--- src/rtl/uart_tx_arbiter.sv ---
// uart_tx_arbiter: round-robin sharing of one UART TX channel with inter-frame gap and watchdog
module uart_tx_arbiter #(
  parameter int NUM_REQ        = 2,
  parameter int IDX_W          = 1,
  parameter int GAP_CYCLES     = 16,
  parameter int TIMEOUT_CYCLES = 100000
) (
  input  logic                 i_clk,
  input  logic                 i_rst,
  input  logic [NUM_REQ-1:0]   i_req,
  input  logic [8*NUM_REQ-1:0] i_data,
  output logic [NUM_REQ-1:0]   o_ack,
  output logic                 o_tx_send,
  output logic [7:0]           o_tx_data,
  input  logic                 i_tx_done,
  output logic                 o_busy,
  output logic [IDX_W-1:0]     o_owner,
  output logic                 o_timeout
);
  localparam int WD_W = $clog2(TIMEOUT_CYCLES + 1);
  localparam int GP_W = GAP_CYCLES > 1 ? $clog2(GAP_CYCLES) : 1;
  localparam logic [WD_W-1:0] WD_LAST = WD_W'(TIMEOUT_CYCLES - 1);
  localparam logic [GP_W-1:0] GP_LAST = GP_W'(GAP_CYCLES > 0 ? GAP_CYCLES - 1 : 0);
  typedef enum logic [2:0] {S_IDLE, S_GRANT, S_SEND, S_WAIT, S_ABORT, S_GAP} state_t;
  state_t              r_state;
  logic [IDX_W-1:0]    r_ptr, r_owner;
  logic [7:0]          r_data;
  logic [NUM_REQ-1:0]  r_ack;
  logic                r_send, r_timeout;
  logic [WD_W-1:0]     r_wd;
  logic [GP_W-1:0]     r_gap;
  logic [NUM_REQ-1:0]  w_rot;
  logic [IDX_W-1:0]    w_off, w_win, w_nptr;
  logic [IDX_W:0]      w_sum;
  logic [7:0]          w_byte;
  // Rotate requests so bit 0 is the requester at the pointer; lowest set bit wins.
  assign w_rot = NUM_REQ'({i_req, i_req} >> r_ptr);
  always_comb begin
    w_off = '0;
    for (int i = NUM_REQ - 1; i >= 0; i--) if (w_rot[i]) w_off = IDX_W'(i);
  end
  assign w_sum  = {1'b0, r_ptr} + {1'b0, w_off};
  assign w_win  = (w_sum >= (IDX_W+1)'(NUM_REQ)) ? IDX_W'(w_sum - (IDX_W+1)'(NUM_REQ)) : w_sum[IDX_W-1:0];
  assign w_nptr = (w_win == IDX_W'(NUM_REQ - 1)) ? '0 : w_win + IDX_W'(1);
  always_comb begin
    w_byte = '0;
    for (int i = 0; i < NUM_REQ; i++) if (w_win == IDX_W'(i)) w_byte = i_data[8*i +: 8];
  end
  always_ff @(posedge i_clk or posedge i_rst) begin
    if (i_rst) begin
      r_state   <= S_IDLE;
      r_ptr     <= '0;
      r_owner   <= '0;
      r_data    <= '0;
      r_ack     <= '0;
      r_send    <= 1'b0;
      r_timeout <= 1'b0;
      r_wd      <= '0;
      r_gap     <= '0;
    end else begin
      r_ack     <= '0;
      r_send    <= 1'b0;
      r_timeout <= 1'b0;
      case (r_state)
        S_IDLE: if (|i_req) begin
          r_state <= S_GRANT;
          r_owner <= w_win;
          r_data  <= w_byte;
          r_ptr   <= w_nptr;
          r_ack   <= NUM_REQ'(1) << w_win;
        end
        S_GRANT: begin
          r_state <= S_SEND;
          r_send  <= 1'b1;
        end
        S_SEND: begin
          r_state <= S_WAIT;
          r_wd    <= '0;
        end
        S_WAIT: if (i_tx_done) begin
          r_state <= S_GAP;
          r_gap   <= '0;
        end else if (r_wd == WD_LAST) begin
          r_state   <= S_ABORT;
          r_timeout <= 1'b1;
        end else r_wd <= r_wd + WD_W'(1);
        S_ABORT: begin
          r_state <= S_GAP;
          r_gap   <= '0;
        end
        S_GAP: if (r_gap == GP_LAST) r_state <= S_IDLE;
          else r_gap <= r_gap + GP_W'(1);
        default: r_state <= S_IDLE;
      endcase
    end
  end
  assign o_ack     = r_ack;
  assign o_tx_send = r_send;
  assign o_tx_data = r_data;
  assign o_owner   = r_owner;
  assign o_timeout = r_timeout;
  assign o_busy    = r_state != S_IDLE;
endmodule

--- config.mk ---
export PLATFORM = sky130hd
export DESIGN_NAME = uart_tx_arbiter
export DESIGN_NICKNAME = d
export VERILOG_FILES = /design/src/rtl/uart_tx_arbiter.sv
export SDC_FILE = /design/constraint.sdc
export NUM_CORES = 1
export LEC_CHECK = 0
export ABC_AREA = 0
export CAP_MARGIN = 25
export CORE_MARGIN = 2
export CORE_UTILIZATION = 56
export DETAILED_ROUTE_END_ITERATION = 7
export PLACE_DENSITY = 0.85
export RECOVER_POWER = 25
export SLEW_MARGIN = 10
export SYNTH_ARGS = -nofsm -noshare
export SYNTH_HDL_FRONTEND = slang
export SYNTH_SLANG_ARGS = --single-unit
export TNS_END_PERCENT = 50
--- constraint.sdc ---
create_clock -name i_clk -period 4.75 [get_ports i_clk]
set_input_delay 0.95 -clock i_clk [delete_from_list [all_inputs] [get_ports i_clk]]
set_output_delay 0.95 -clock i_clk [all_outputs]
set_load 0.05 [all_outputs]
Word level (Yosys, flattened, before mapping)
Cells that the tools add are included.
- shifts and indexed selects: 2
- $lt $le $gt $ge: 1
- equality and inequality tests: 14
- add/subtract/negate cells: 5
- muxes and demuxes: 22
- reductions and logical operators: 9
- operator list (cell ; count):
    17-bit two-way mux ; 2
    17-bit case mux with 2 select lines ; 1
    3-bit case mux with 6 select lines ; 1
    17-bit by 1-bit adder with 17-bit output, second input constant ; 1
    17-bit == test, second input constant ; 1
    3-bit two-way mux ; 4
    2-bit != test, second input constant ; 6
    4-bit case mux with 3 select lines ; 1
    3-bit AND reduction ; 3
    1-bit two-way mux ; 8
    4-bit two-way mux ; 2
    8-bit two-way mux ; 1
    3-bit by 2-bit == test with 1-bit output, second input constant ; 2
    3-bit == test, second input constant ; 2
    3-bit nonzero test ; 2
    4-bit by 1-bit adder with 4-bit output, second input constant ; 1
    4-bit == test, second input constant ; 1
    2-bit two-way mux ; 2
    4-bit by 1-bit >> shifter with 2-bit output ; 1
    3-bit by 1-bit == test with 1-bit output, second input constant ; 1
    3-bit zero test ; 1
    3-bit != test, second input constant ; 1
    1-bit by 1-bit adder with 2-bit output ; 1
    2-bit greater-or-equal comparator, second input constant ; 1
    6 further kinds ; 6
- logic and storage cells: 62
- register bits: 38
- output and inout bits: 14

Depth between registers and ports, before layout
- depth after elaboration: 9
- depth in mapped cells: 6
- depth with buffers taken out: 5

Least setup slack after synthesis
OpenSTA, ideal clock, no wires.
- kind: input port to flip-flop
- from: input i_tx_done
- to: register r_wd[15]
- slack: 2.696 ns
- setup time: 0.123 ns
- arrival: 1.930 ns
- cell stages on the path: 4
- cell sequence: nand4bb_1 -> nor4_2 -> nand3_1 -> mux2i_1
- cells in the longest elaborated chain, start to end: 2
- RTL lines (element ; RTL line ; RTL):
    from (decl) ; 15 ; input logic i_tx_done,
    2-bit != test (no source line) ; n/a ;
    3-bit AND reduction (no source line) ; n/a ;
    to (signal assigned) ; 86 ; end else r_wd <= r_wd + WD_W'(1);
    to (decl) ; 30 ; logic [WD_W-1:0] r_wd;
Every way passes these cells.
A chain may end at the register's enable or synchronous reset.

Worst setup path in the final report
- from: register r_state[2]
- to: output o_busy
- cells in the longest elaborated chain, start to end: 1
- RTL lines (element ; RTL line ; RTL):
    from (decl) ; 25 ; state_t r_state;
    from (signal assigned) ; 51 ; r_state <= S_IDLE;
    from (signal assigned) ; 66 ; r_state <= S_GRANT;
    from (signal assigned) ; 73 ; r_state <= S_SEND;
    3-bit nonzero test ; 102 ; assign o_busy = r_state != S_IDLE;
    to (decl) ; 16 ; output logic o_busy,
Every way passes these cells.

==> summary.md <==
| Metric | Value |
|---|---|
| FF-to-FF End | r_wd[8] |
| Routed wire length per instance | 14.4 um |
| Initial antenna violation count | 0 |
| Vert. Die Dim | 62.5 um |
| Synth warnings | 0 |
| Worst path cell trace | or3_4, clkdlybuf4s50_1 |
| Crit-path max cell delay | 0.72 ns |
| Failing checks | max-capacitance violations, max-slew violations |
| CP Buf/Inv Count | 1 |
| Fmax | about 340 MHz |
| # fillers | 271 |
| Setup CP Type | reg2out |
| Initial Util | 57.9% |
| Unrepaired setup endpoints after global routing | false |
| TritonCTS clock tree | built |
| Post-route ant nets | 0 |
| GRT Overall Usage | 21.9% |
| Worst r2r src | r_wd[0] |
| Share of the yosys chip area belonging to registers | 49.6% |
| Gpl congestion | 0.864 |
| Die Span X | 62.5 um |
| Setup crit end | o_busy |
| Storage cell area | 951 um^2 |
| CTS Hold Bufs | 0 |
| Fin Setup TNS | 0 ns |
| Multi-input gate area | slightly above 900 um^2 |
| Peak supply drop | approximately 0.24 mV |
| DRC viols | 0 |
| Largest net degree at the start of global routing | 39 |
| Crit end category | output port |
| Reg2Reg Depth | 5 |
| Average vias per placed instance | 5.78 |
| Fin area | approximately 2300 um^2 |
| Die area | 3900 um^2 |
| Placed cell areas | approximately 2300 um^2 |
| Final wirelength | 3.95 mm |
| Vias | between 1,500 and 2,000 |
| Synth Register Bits | 38 |
| CTS resizes | 0 |
| Worst Path Required | roughly 3.8 ns |
| Critical path launch point | r_state[2] |
| CP delay by family, top | buffers and inverters |
| Synthesized net count | 216 |
| Setup Skew | 0.00845 ns |
| H-tree depth | 2 |
| Fin cells | 275 |
| Post-synth EDFFs | 0 |
| Drt initial violations | 106 |
| Cell Rows | 21 |
| Setup Buffers After CTS | 0 |
| Max-cap violations | 1 |
| IO Pins | 35 |
| PwrDens | 518 nW/um^2 |
| Syn Area/Cell | 9.93 um^2 |
| Slew HR | -31.7% |
| Total power draw | 1.21 mW |
| Antenna cells | 0 |
| CTS root buffer | clkbuf_4 |
| Final Hold Viols | 0 |
| CP max stage cell | clkdlybuf4s50_1 |
| Endpoints failing setup | 0 |
| FFs w/ async S/R, synth | 100% |
| Number of global-route vias before repair | 1,520 |
| Layout cell share with drive strength beyond 1 | 5.24% |
| Post-synthesis cell area | 1920 um^2 |
| HP Class | reg2reg |
| Final HPWL DP | between 2 and 3 mm |
| Stages on worst setup path | 2 |
| Core area | 3310 um^2 |
| Worst path arrival time | 2.03 ns |
| First-pass GRT wire length | 6.83 mm |
| Pre-antenna DRT Iters | 4 |
| P_leak | about 1.1 nW |
| CTS Sinks | 38 |
| Outcome | finished with violations |
| Least-Margin Pin Slew | slightly below 2 ns |
| Register-to-register setup slack | 2.87 ns |
| Fin crit period | 2.98 ns |
| Clk buf depth | 2 |
| Clock Pin Slew Worst Setup and Hold Paths | 0.11 ns |
| Post-synthesis cell type count | 42 |
| Overflow after GRT | 0 |
| Placed Instances | 268 |
| CTS Buf Count | 5 |
| Clk_lat worst skew | 0.34 ns |
| Slew Limit Fails | 39 |
| Syn Inst Count | between 150 and 200 |
| Nets@finish | 252 |
| Period utilization | 62.7% |
| P&R area growth vs syn | 21.8% |
| Crit path launch type | register |
| Critical path fanouts, max | 12 |
| Main synth FF type | dfrtp_1 |
| I/O Buffers | 34 |
## state kept, by name (all words and copies together), names as in the netlist
| name | count |
|---|---|
| o_tx_data | 8 |
| r_ptr | 1 |
| o_owner | 1 |
| o_timeout | 1 |
| r_state | 3 |
| o_tx_send | 1 |
| r_gap | 4 |
| o_ack | 2 |
| r_wd | 17 |
## kinds of logic after synthesis
kind of cell	Yosys count	synth area share (%)
buffers and inverters	10	2.48
XOR/XNOR	1	0.457
adder cells (fa/ha/maj)	3	1.83
AND/OR/NAND/NOR	93	25.5
AO/OA/AOI/OAI	30	10.6
multiplexers	18	9.41
flip-flops	38	49.6
## cells in the mapped netlist, drive strengths merged (3+ instances only)
master	instances	area share, %
a21oi	4	1.0
buf	3	1.1
dfrtp	38	50
a22oi	5	2.0
nor2	13	2.5
nand4	3	0.98
and3	3	0.98
nand2b	3	0.98
nor4bb	3	1.6
o21ai	11	2.9
nand2	35	6.9
and2	3	0.98
inv	4	0.78
nand3	13	3.4
clkbuf	3	0.59
mux2i	18	9.4
## cell type report
type / instances / area share, %
well taps: 46 / 2.47
flip-flops and latches: 38 / 40.8
inverters: 4 / 0.644
clock buffers: 5 / 1.61
repair buffers: 35 / 14.8
multi-input cells: 145 / 39.3
clock inverters: 2 / 0.429
## layer usage
| metal | track usage (%) | routed length, um |
|---|---|---|
| met4 | 8.33 | 61 |
| met5 | 0 | 0 |
| met3 | 6.13 | 242 |
| met2 | 37.1 | 1970 |
| met1 | 26.7 | 1670 |
## metrics by stage
stage	hold WS (ns)	utilization (%)	setup WS, ns
global route	0.524	70.4	1.41
detailed placement	0.473	69.1	2.00
floorplan	0.436	-	2.70
global placement	0.458	69.1	2.08
CTS	0.494	70.6	1.77
finish	0.482	70.4	1.77
## placed cells by master, fill, tap and decap left out, types with 2 or more instances in the layout
master / netlist / routed
dfrtp_1: 38 / 38
nand2_1: 35 / 35
clkdlybuf4s50_1: 0 / 33
mux2i_1: 18 / 18
nor2_1: 13 / 13
nand3_1: 13 / 13
o21ai_0: 8 / 8
a22oi_1: 5 / 5
clkbuf_4: 0 / 5
inv_1: 4 / 4
a21oi_1: 4 / 4
nand2b_1: 3 / 3
nor4bb_1: 3 / 3
nand4_1: 3 / 3
and3_1: 3 / 3
and2_1: 3 / 3
o21ai_1: 3 / 3
nand3b_1: 2 / 2
and4_1: 2 / 2
nor3_1: 2 / 2
a211o_1: 2 / 2
nor3b_1: 2 / 2
a21o_1: 2 / 2
ha_1: 2 / 2
clkinv_2: 0 / 2
## report_power, final
part	internal, mW	switching, mW	total, mW
Sequential	0.410	0.0896	0.499
Clock	0.0532	0.103	0.157
Combinational	0.209	0.344	0.553
Total	0.672	0.537	1.21
## how the worst min path moves through the flow
| stage | cells past startpoint | start | endpoint | slack (ns) |
|---|---|---|---|---|
| finish | 1 | r_wd[16] | r_wd[16] | 0.48 |
| global placement | 1 | o_owner | o_owner | 0.46 |
| detailed placement | 1 | r_wd[16] | r_wd[16] | 0.47 |
| CTS | 1 | r_wd[16] | r_wd[16] | 0.49 |
| global route | 1 | r_wd[16] | r_wd[16] | 0.52 |
| floorplan | 1 | r_wd[16] | r_wd[16] | 0.44 |
Note: power is estimated with default switching activity, not from simulation.
